==> src/rtl/cpu_pkg.sv <==
// cpu_pkg: shared widths and the fetch-queue entry type for the CPU front end.
//   WORD_W     - instruction and PC width
//   IM_AW      - instruction-memory word-address width
//   fq_entry_t - one queued instruction together with its word PC
package cpu_pkg;
   localparam int WORD_W = 32;
   localparam int IM_AW  = 8;

   typedef struct packed {
      logic [WORD_W-1:0] ins;
      logic [WORD_W-1:0] pc;
   } fq_entry_t;
endpackage

==> src/rtl/fq_ring.sv <==
// fq_ring: DEPTH-entry ring buffer holding fetched instructions with their PCs.
//   clk, rstd  - clock, asynchronous active-low reset
//   push       - write push_data at the tail (ignored when full)
//   pop        - drop the head entry (ignored when empty)
//   flush      - empty the ring; has priority over push and pop
//   head       - entry at the read pointer (registered storage)
//   full/empty - occupancy flags; count - number of stored entries
module fq_ring
   import cpu_pkg::*;
#(
   parameter int DEPTH = 4
) (
   input  logic                   clk,
   input  logic                   rstd,
   input  logic                   push,
   input  fq_entry_t              push_data,
   input  logic                   pop,
   input  logic                   flush,
   output fq_entry_t              head,
   output logic                   full,
   output logic                   empty,
   output logic [$clog2(DEPTH):0] count
);
   localparam int PW = $clog2(DEPTH);

   logic [PW-1:0] rd_ptr_q, rd_ptr_d, wr_ptr_q, wr_ptr_d;
   logic [PW:0]   count_q, count_d;
   logic          do_push, do_pop;
   fq_entry_t     mem_q [DEPTH];

   always_comb begin
      do_push  = push && !full;
      do_pop   = pop && !empty;
      // DEPTH is a power of two, so pointer overflow is the modulo wrap
      rd_ptr_d = flush ? '0 : do_pop  ? rd_ptr_q + 1'b1 : rd_ptr_q;
      wr_ptr_d = flush ? '0 : do_push ? wr_ptr_q + 1'b1 : wr_ptr_q;
      count_d  = flush ? '0 : count_q + (PW+1)'(do_push) - (PW+1)'(do_pop);
   end

   always_ff @(posedge clk or negedge rstd) begin
      if (!rstd) begin
         rd_ptr_q <= '0;
         wr_ptr_q <= '0;
         count_q  <= '0;
      end else begin
         rd_ptr_q <= rd_ptr_d;
         wr_ptr_q <= wr_ptr_d;
         count_q  <= count_d;
      end
   end

   always_ff @(posedge clk) begin
      if (do_push && !flush) mem_q[wr_ptr_q] <= push_data;
   end

   assign head  = mem_q[rd_ptr_q];
   assign empty = count_q == '0;
   assign full  = count_q == (PW+1)'(DEPTH);
   assign count = count_q;
endmodule

==> src/rtl/fetch_queue.sv <==
// fetch_queue: instruction fetch stage with a small instruction/PC queue feeding execute.
//   clk, rstd            - clock, asynchronous active-low reset
//   im_req, im_addr      - read strobe and word address to the 1-cycle-latency instruction memory
//   im_rdata             - read data, valid the cycle after an accepted im_req
//   ins, ins_pc          - head instruction and its word PC
//   ins_valid, ins_ready - head handshake with execute
//   redirect, redirect_pc - flush everything and refetch from redirect_pc
//   flush_count, stall_count - saturating statistics, present only with FETCH_QUEUE_STATS_EN
module fetch_queue
   import cpu_pkg::*;
#(
   parameter int DEPTH = 4,
   parameter int AW    = IM_AW
) (
   input  logic              clk,
   input  logic              rstd,
   output logic              im_req,
   output logic [AW-1:0]     im_addr,
   input  logic [WORD_W-1:0] im_rdata,
   output logic [WORD_W-1:0] ins,
   output logic [WORD_W-1:0] ins_pc,
   output logic              ins_valid,
   input  logic              ins_ready,
   input  logic              redirect,
   input  logic [WORD_W-1:0] redirect_pc
`ifdef FETCH_QUEUE_STATS_EN
   ,
   output logic [15:0]       flush_count,
   output logic [15:0]       stall_count
`endif
);
   logic [WORD_W-1:0]      fetch_pc_q, fetch_pc_d, inflight_pc_q, inflight_pc_d;
   logic                   inflight_q, inflight_d;
   logic                   credit, push, pop, full, empty;
   logic [$clog2(DEPTH):0] count;
   fq_entry_t              head;

   fq_ring #(.DEPTH(DEPTH)) u_ring (
      .clk       (clk),
      .rstd      (rstd),
      .push      (push),
      .push_data ('{ins: im_rdata, pc: inflight_pc_q}),
      .pop       (pop),
      .flush     (redirect),
      .head      (head),
      .full      (full),
      .empty     (empty),
      .count     (count)
   );

   always_comb begin
      // counting the in-flight read reserves its slot, so a push never finds the ring full
      credit        = !full && (int'(count) + int'(inflight_q)) < DEPTH;
      // rstd gating keeps the strobe quiet while the async reset is held
      im_req        = rstd && credit && !redirect;
      push          = inflight_q && !redirect;
      pop           = !empty && ins_ready;
      fetch_pc_d    = redirect ? redirect_pc : im_req ? fetch_pc_q + 1'b1 : fetch_pc_q;
      inflight_d    = im_req;
      inflight_pc_d = im_req ? fetch_pc_q : inflight_pc_q;
   end

   always_ff @(posedge clk or negedge rstd) begin
      if (!rstd) begin
         fetch_pc_q    <= '0;
         inflight_q    <= 1'b0;
         inflight_pc_q <= '0;
      end else begin
         fetch_pc_q    <= fetch_pc_d;
         inflight_q    <= inflight_d;
         inflight_pc_q <= inflight_pc_d;
      end
   end

   assign im_addr   = fetch_pc_q[AW-1:0];
   assign ins       = head.ins;
   assign ins_pc    = head.pc;
   assign ins_valid = !empty;

`ifdef FETCH_QUEUE_STATS_EN
   logic [15:0] flush_count_q, flush_count_d, stall_count_q, stall_count_d;

   always_comb begin
      flush_count_d = (redirect && flush_count_q != 16'hFFFF) ? flush_count_q + 16'd1 : flush_count_q;
      stall_count_d = (!ins_valid && stall_count_q != 16'hFFFF) ? stall_count_q + 16'd1 : stall_count_q;
   end

   always_ff @(posedge clk or negedge rstd) begin
      if (!rstd) begin
         flush_count_q <= '0;
         stall_count_q <= '0;
      end else begin
         flush_count_q <= flush_count_d;
         stall_count_q <= stall_count_d;
      end
   end

   assign flush_count = flush_count_q;
   assign stall_count = stall_count_q;
`endif
endmodule

==> config.mk <==
export PLATFORM = sky130hd
export DESIGN_NAME = fetch_queue
export DESIGN_NICKNAME = d
export VERILOG_FILES = /design/src/rtl/cpu_pkg.sv /design/src/rtl/fq_ring.sv /design/src/rtl/fetch_queue.sv
export SDC_FILE = /design/constraint.sdc
export NUM_CORES = 1
export LEC_CHECK = 0
export CAP_MARGIN = 20
export CORE_UTILIZATION = 56
export DETAILED_ROUTE_END_ITERATION = 8
export GPL_ROUTABILITY_DRIVEN = 1
export PLACE_DENSITY = 0.79
export SLEW_MARGIN = 20
export SYNTH_ARGS = -nofsm -noshare
export SYNTH_HDL_FRONTEND = slang
export SYNTH_HIERARCHICAL = 1
export SYNTH_SLANG_ARGS = --single-unit
==> constraint.sdc <==
create_clock -name clk -period 3.7 [get_ports clk]
set_input_delay 0.74 -clock clk [delete_from_list [all_inputs] [get_ports clk]]
set_output_delay 0.74 -clock clk [all_outputs]
set_load 0.05 [all_outputs]
# [After elaboration in Yosys (flattened, before gate mapping)]
# Memory sizes are Yosys's and may differ from the RTL's.
# Index checks and enable logic that the tools add are counted.
[word_totals] regBits=72 latch_bits=0 mem_bits_rw=256 mem_bits_ro=0 in_bits=68 out_inout_bits=74 wordCells=39 n_memories=1
[memory_table] name="u_ring.mem_q" depth=4 width=64 rd=1 rd_clocked_by_memory_dff=0 wr=1 line="fq_ring.sv:29" source="fq_entry_t mem_q [DEPTH];"
[op_classes] add_sub_neg=6 mul=0 div_mod_pow=0 order_cmp=1 n_eq_ne=1 n_shift=0 mux=9 bitwise_logic=0 reduce_logical=15
[op_table] op="$mux W32" n=2
[op_table] op="$add A32 B1 Y32 const B" n=1
[op_table] op="$logic_and A1 B1 Y1" n=8
[op_table] op="$mux W2" n=4
[op_table] op="$reduce_bool A2 Y1" n=3
[op_table] op="$add A2 B1 Y2 const B" n=2
[op_table] op="$add A3 B1 Y4" n=1
[op_table] op="$lt A4 B3 Y1 const B" n=1
[op_table] op="$add A3 B1 Y3" n=1
[op_table] op="$eq A3 B3 Y1 const B" n=1
[op_table] op="$logic_not A1 Y1" n=3
[op_table] op="$logic_not A3 Y1" n=1
[op_table] op="$mux W3" n=1
[op_table] op="$sub A3 B1 Y3" n=1
[op_table] op="$mux W1" n=2

# [Depth between registers and ports, before layout]
[depth] depth_word=7 ltp_mapped=13 ltp_nobuf=11

# [Hierarchy]
# Netlist, hierarchy kept.
[by_module_without_submodules] module="fq_ring" instances=1 cells_per_inst=382 area_per_inst_um2=9678.0 seq_area_each_um2=7862.5
[by_module_without_submodules] module="fetch_queue" instances=1 cells_per_inst=307 area_per_inst_um2=3229.3 seq_area_each_um2=1626.6

# [Worst setup path before layout]
# Ideal clock, no wire load.
[synth_path] path_kind="input port to flip-flop" from="in redirect" to="mem u_ring/mem_q[1][0] (netlist bit) (enable)" setup_time_ps=429 arrival_time_ps=3080 t_required_ps=3271 setup_slack_ps=191 stages=6 n_path_buf=2 cell_sequence="clkbuf_1 > clkbuf_1 > nor2b_1 > inv_1 > nor3_1 > and2_1"
[synth_via] elab_chain_cells=6
[synth_rtl] element="start, declared" line="fetch_queue.sv:24" source="input logic redirect,"
[synth_rtl] element="$logic_not A1 Y1" line="fetch_queue.sv:56" source="push = inflight_q && !redirect;"
[synth_rtl] element="$logic_and A1 B1 Y1" line="fetch_queue.sv:56"
[synth_rtl] element="named net push" line="fetch_queue.sv:34" source="logic credit, push, pop, full, empty;"
[synth_rtl] element="$logic_and A1 B1 Y1" line="fq_ring.sv:32" source="do_push = push && !full;"
[synth_rtl] element="$logic_and A1 B1 Y1" line="fq_ring.sv:53" source="if (do_push && !flush) mem_q[wr_ptr_q] <= push_data;"
[synth_rtl] element="$mux W1" line="fq_ring.sv:53"
[synth_rtl] element="$mux W1 (implied by the code)" line="fq_ring.sv:53"
[synth_rtl] element="end, declared" line="fq_ring.sv:29"
# The timed path passes the listed nets, and every way through them passes these cells.

# [Worst setup path in the final report]
[layout_path] from="reg u_ring.rd_ptr_q[0]" to="out ins_pc[23]"
[layout_via] elab_chain_cells=1
[layout_rtl] element="start, declared" line="fq_ring.sv:26" source="logic [PW-1:0] rd_ptr_q, rd_ptr_d, wr_ptr_q, wr_ptr_d;"
[layout_rtl] element="start signal, assigned" line="fq_ring.sv:46" source="rd_ptr_q <= rd_ptr_d;"
[layout_rtl] element="$mem_v2 Z4 W64"
[layout_rtl] element="end, declared" line="fetch_queue.sv:21" source="output logic [WORD_W-1:0] ins_pc,"
# No other way between the ends.

==> out/qor.csv <==
metric;value;unit
status;complete, no violations;
first_global_vias;7411;
hp-class;in -> async;
drcViolationCount;0;
start_util;57.01;%
grt_start_max_net_pins;62;
synth_compound_area_share;3.112;%
core-area;22640;sq um
finalMaxSlewViolations;0;
synth_top_family_by_area;multiplexers;
muxShareOfSynthArea;14.11;%
grt_pass1_wl;41.24;mm
area_growth;22.56;%
synthArstFlopShare;21.95;%
cts_buffer_depth;3;
syn-num-nets;765;
crit_path_start;u_ring/rd_ptr_q[0];
r2r_setup_slack;1120;ps
groute.usage.overall;23.06;%
clock-sinks;328;
synth_area;12910;sq um
critical_path_required;2960;ps
finalWeightedCongestion;0.8708;
hold_viol_final;0;
final_common_cell;edfxtp_1;
rows;55;
peakVddDrop;0.0003862;V
routed-via-count;7110;
antenna_found_initial;0;
io_buffer_count;141;
drt-pass1-iter-count;5;
ys_seq_area_share;73.52;%
pre_cts_slack;599.5;ps
drt-total-wl;25.99;mm
synthTopCellsByArea;edfxtp_1, dfrtp_1, mux4_2;
cap_violations;0;
cts_tree;done;
fin_worst_skew;15.05;ps
r2r_cells;5;
finalWorstSetupSlack;202.0;ps
worstSetupStartpointType;flop;
post_cts_buffers;0;
hold_buffers;0;
final_cell_mix;edfxtp_1, clkdlybuf4s50_1, dfrtp_1;
clk_latency;500;ps
critPathCaptureType;primary output;
cellPowerDensity;603.8;nW/um^2
setup_tns;0;ps
synth_xor_area_share;0.6786;%
synth_simple_gate_area_share;5.622;%
antenna_cells;0;
crit_type;reg -> out;
io_pins;142;
cts_inserted_buffers;34;
synth_top_area_share;59.56;%
worst_pin_slew;833.8;ps
nets;925;
synthAdderAreaFrac;0.8337;%
p_leak;5.253;nW
timing.fmax;285.9;MHz
drtIter0Drc;472;
via_per_inst;6.135;
synth_area_leader_cell;edfxtp_1;
path_max_fanout;28;
wl_per_cell;22.42;um
cts-root-buf;clkbuf_16;
cts_resized;0;
grt.overflow.total;0;
r2r_start;u_ring/count[2];
max_slew_margin;44.41;%
synth_edf_count;256;
period_needed;3498;ps
die-width;153.8;um
final_layout_size_suffix_gt1_share;20.02;%
drtAntennaViolNets;0;
power.total;0.009552;W
yosysUniqueCellTypes;42;
yosys_warnings;6;
synth_flop_cell;edfxtp_1;
grt_setup_unrepaired;no;
die-area;23660;sq um
clkTransAtPathRegs;60;ps
fin_crit_sh;94.54;%
syn_avg_cell_area;18.73;sq um
dp_hpwl;16.92;mm
arrival;2760;ps
die_h;153.8;um
ctsHtreeMaxLevel;2;
yosys_register_bits;328;
reg2reg_to;fetch_pc_q[26];
syn_inst;689;
setup_viol;0;
cell type report:
| cell class | instances | area, sq um |
|---|---|---|
| flip-flops and latches | 328 | 9494 |
| fillers | 1389 | 6822 |
| multi-input cells | 308 | 3162 |
| repair buffers | 163 | 1672 |
| clock buffers | 55 | 1054 |
| well taps | 285 | 356.6 |
| inverters | 14 | 52.55 |
| clock inverters | 6 | 28.78 |
state kept, by name, indices dropped and copies added (netlist names):
name	flops
u_ring/count	3
u_ring/wr_ptr_q	2
fetch_pc_q	32
u_ring/rd_ptr_q	2
inflight_q	1
inflight_pc_q	32
u_ring/mem_q	256
routing by layer:
| layer | share of wire (%) | global-route usage (%) |
|---|---|---|
| met5 | 0 | 0 |
| met4 | 2.9 | 9.429 |
| met3 | 6.5 | 3.749 |
| met2 | 49 | 37.06 |
| met1 | 41 | 31.92 |
Yosys cell counts (3+ instances only):
cell type	count
a31oi_1	20
and2_1	6
and3_1	3
and4_1	4
buf_2	12
buf_4	11
clkbuf_1	14
dfrtp_1	72
edfxtp_1	256
ha_1	7
inv_1	14
mux2_2	32
mux4_2	64
nand2_1	21
nand2b_1	4
nand3_1	10
nand4_1	14
nor2_1	25
nor2b_1	5
nor4_1	3
o21ai_0	19
o31a_1	4
o31ai_1	13
or3_1	11
or4_1	14
xor2_1	8
worst max-delay path by stage:
stage | end | slack (ps) | cells past startpoint
6_report | ins_pc[23] | 200 | 3
3_5_place_dp | u_ring/mem_q[2][37] | 600 | 5
3_3_place_gp | u_ring/count[2] | 670 | 12
2_1_floorplan | u_ring/mem_q[1][0] | 190 | 6
5_1_grt | ins_pc[23] | 80 | 3
4_1_cts | ins_pc[23] | 130 | 3
report_power, final:
| group | internal, W | switching (W) |
|---|---|---|
| sequential | 0.00449 | 0.000340 |
| combinational | 0.000649 | 0.000842 |
| clock | 0.00195 | 0.00128 |
| total | 0.00709 | 0.00247 |
metrics by stage:
step	cell area (sq um)	utilization, %	hold slack, ps	std cells
after floorplan	12910	-	444.4	689
after global placement	14740	65.09	486.2	1098
after detailed placement	14740	65.09	506.3	1098
after CTS	15820	69.87	71.73	1159
after global routing	15820	69.87	84.74	1159
final	15820	69.87	80.83	1159
worst max-delay path: stages (launching register included):
cell             delay, ps
dfrtp_4                420
buf_4                  480
mux4_2                 610
clkdlybuf4s50_1        720
cell families after synthesis:
family,count (synthesis)
XOR/XNOR,10
flip-flops,328
AO/OA/AOI/OAI,63
AND/OR/NAND/NOR,129
adder cells (fa/ha/maj),8
multiplexers,98
buffers and inverters,53
(Power assumes the default switching activity.)
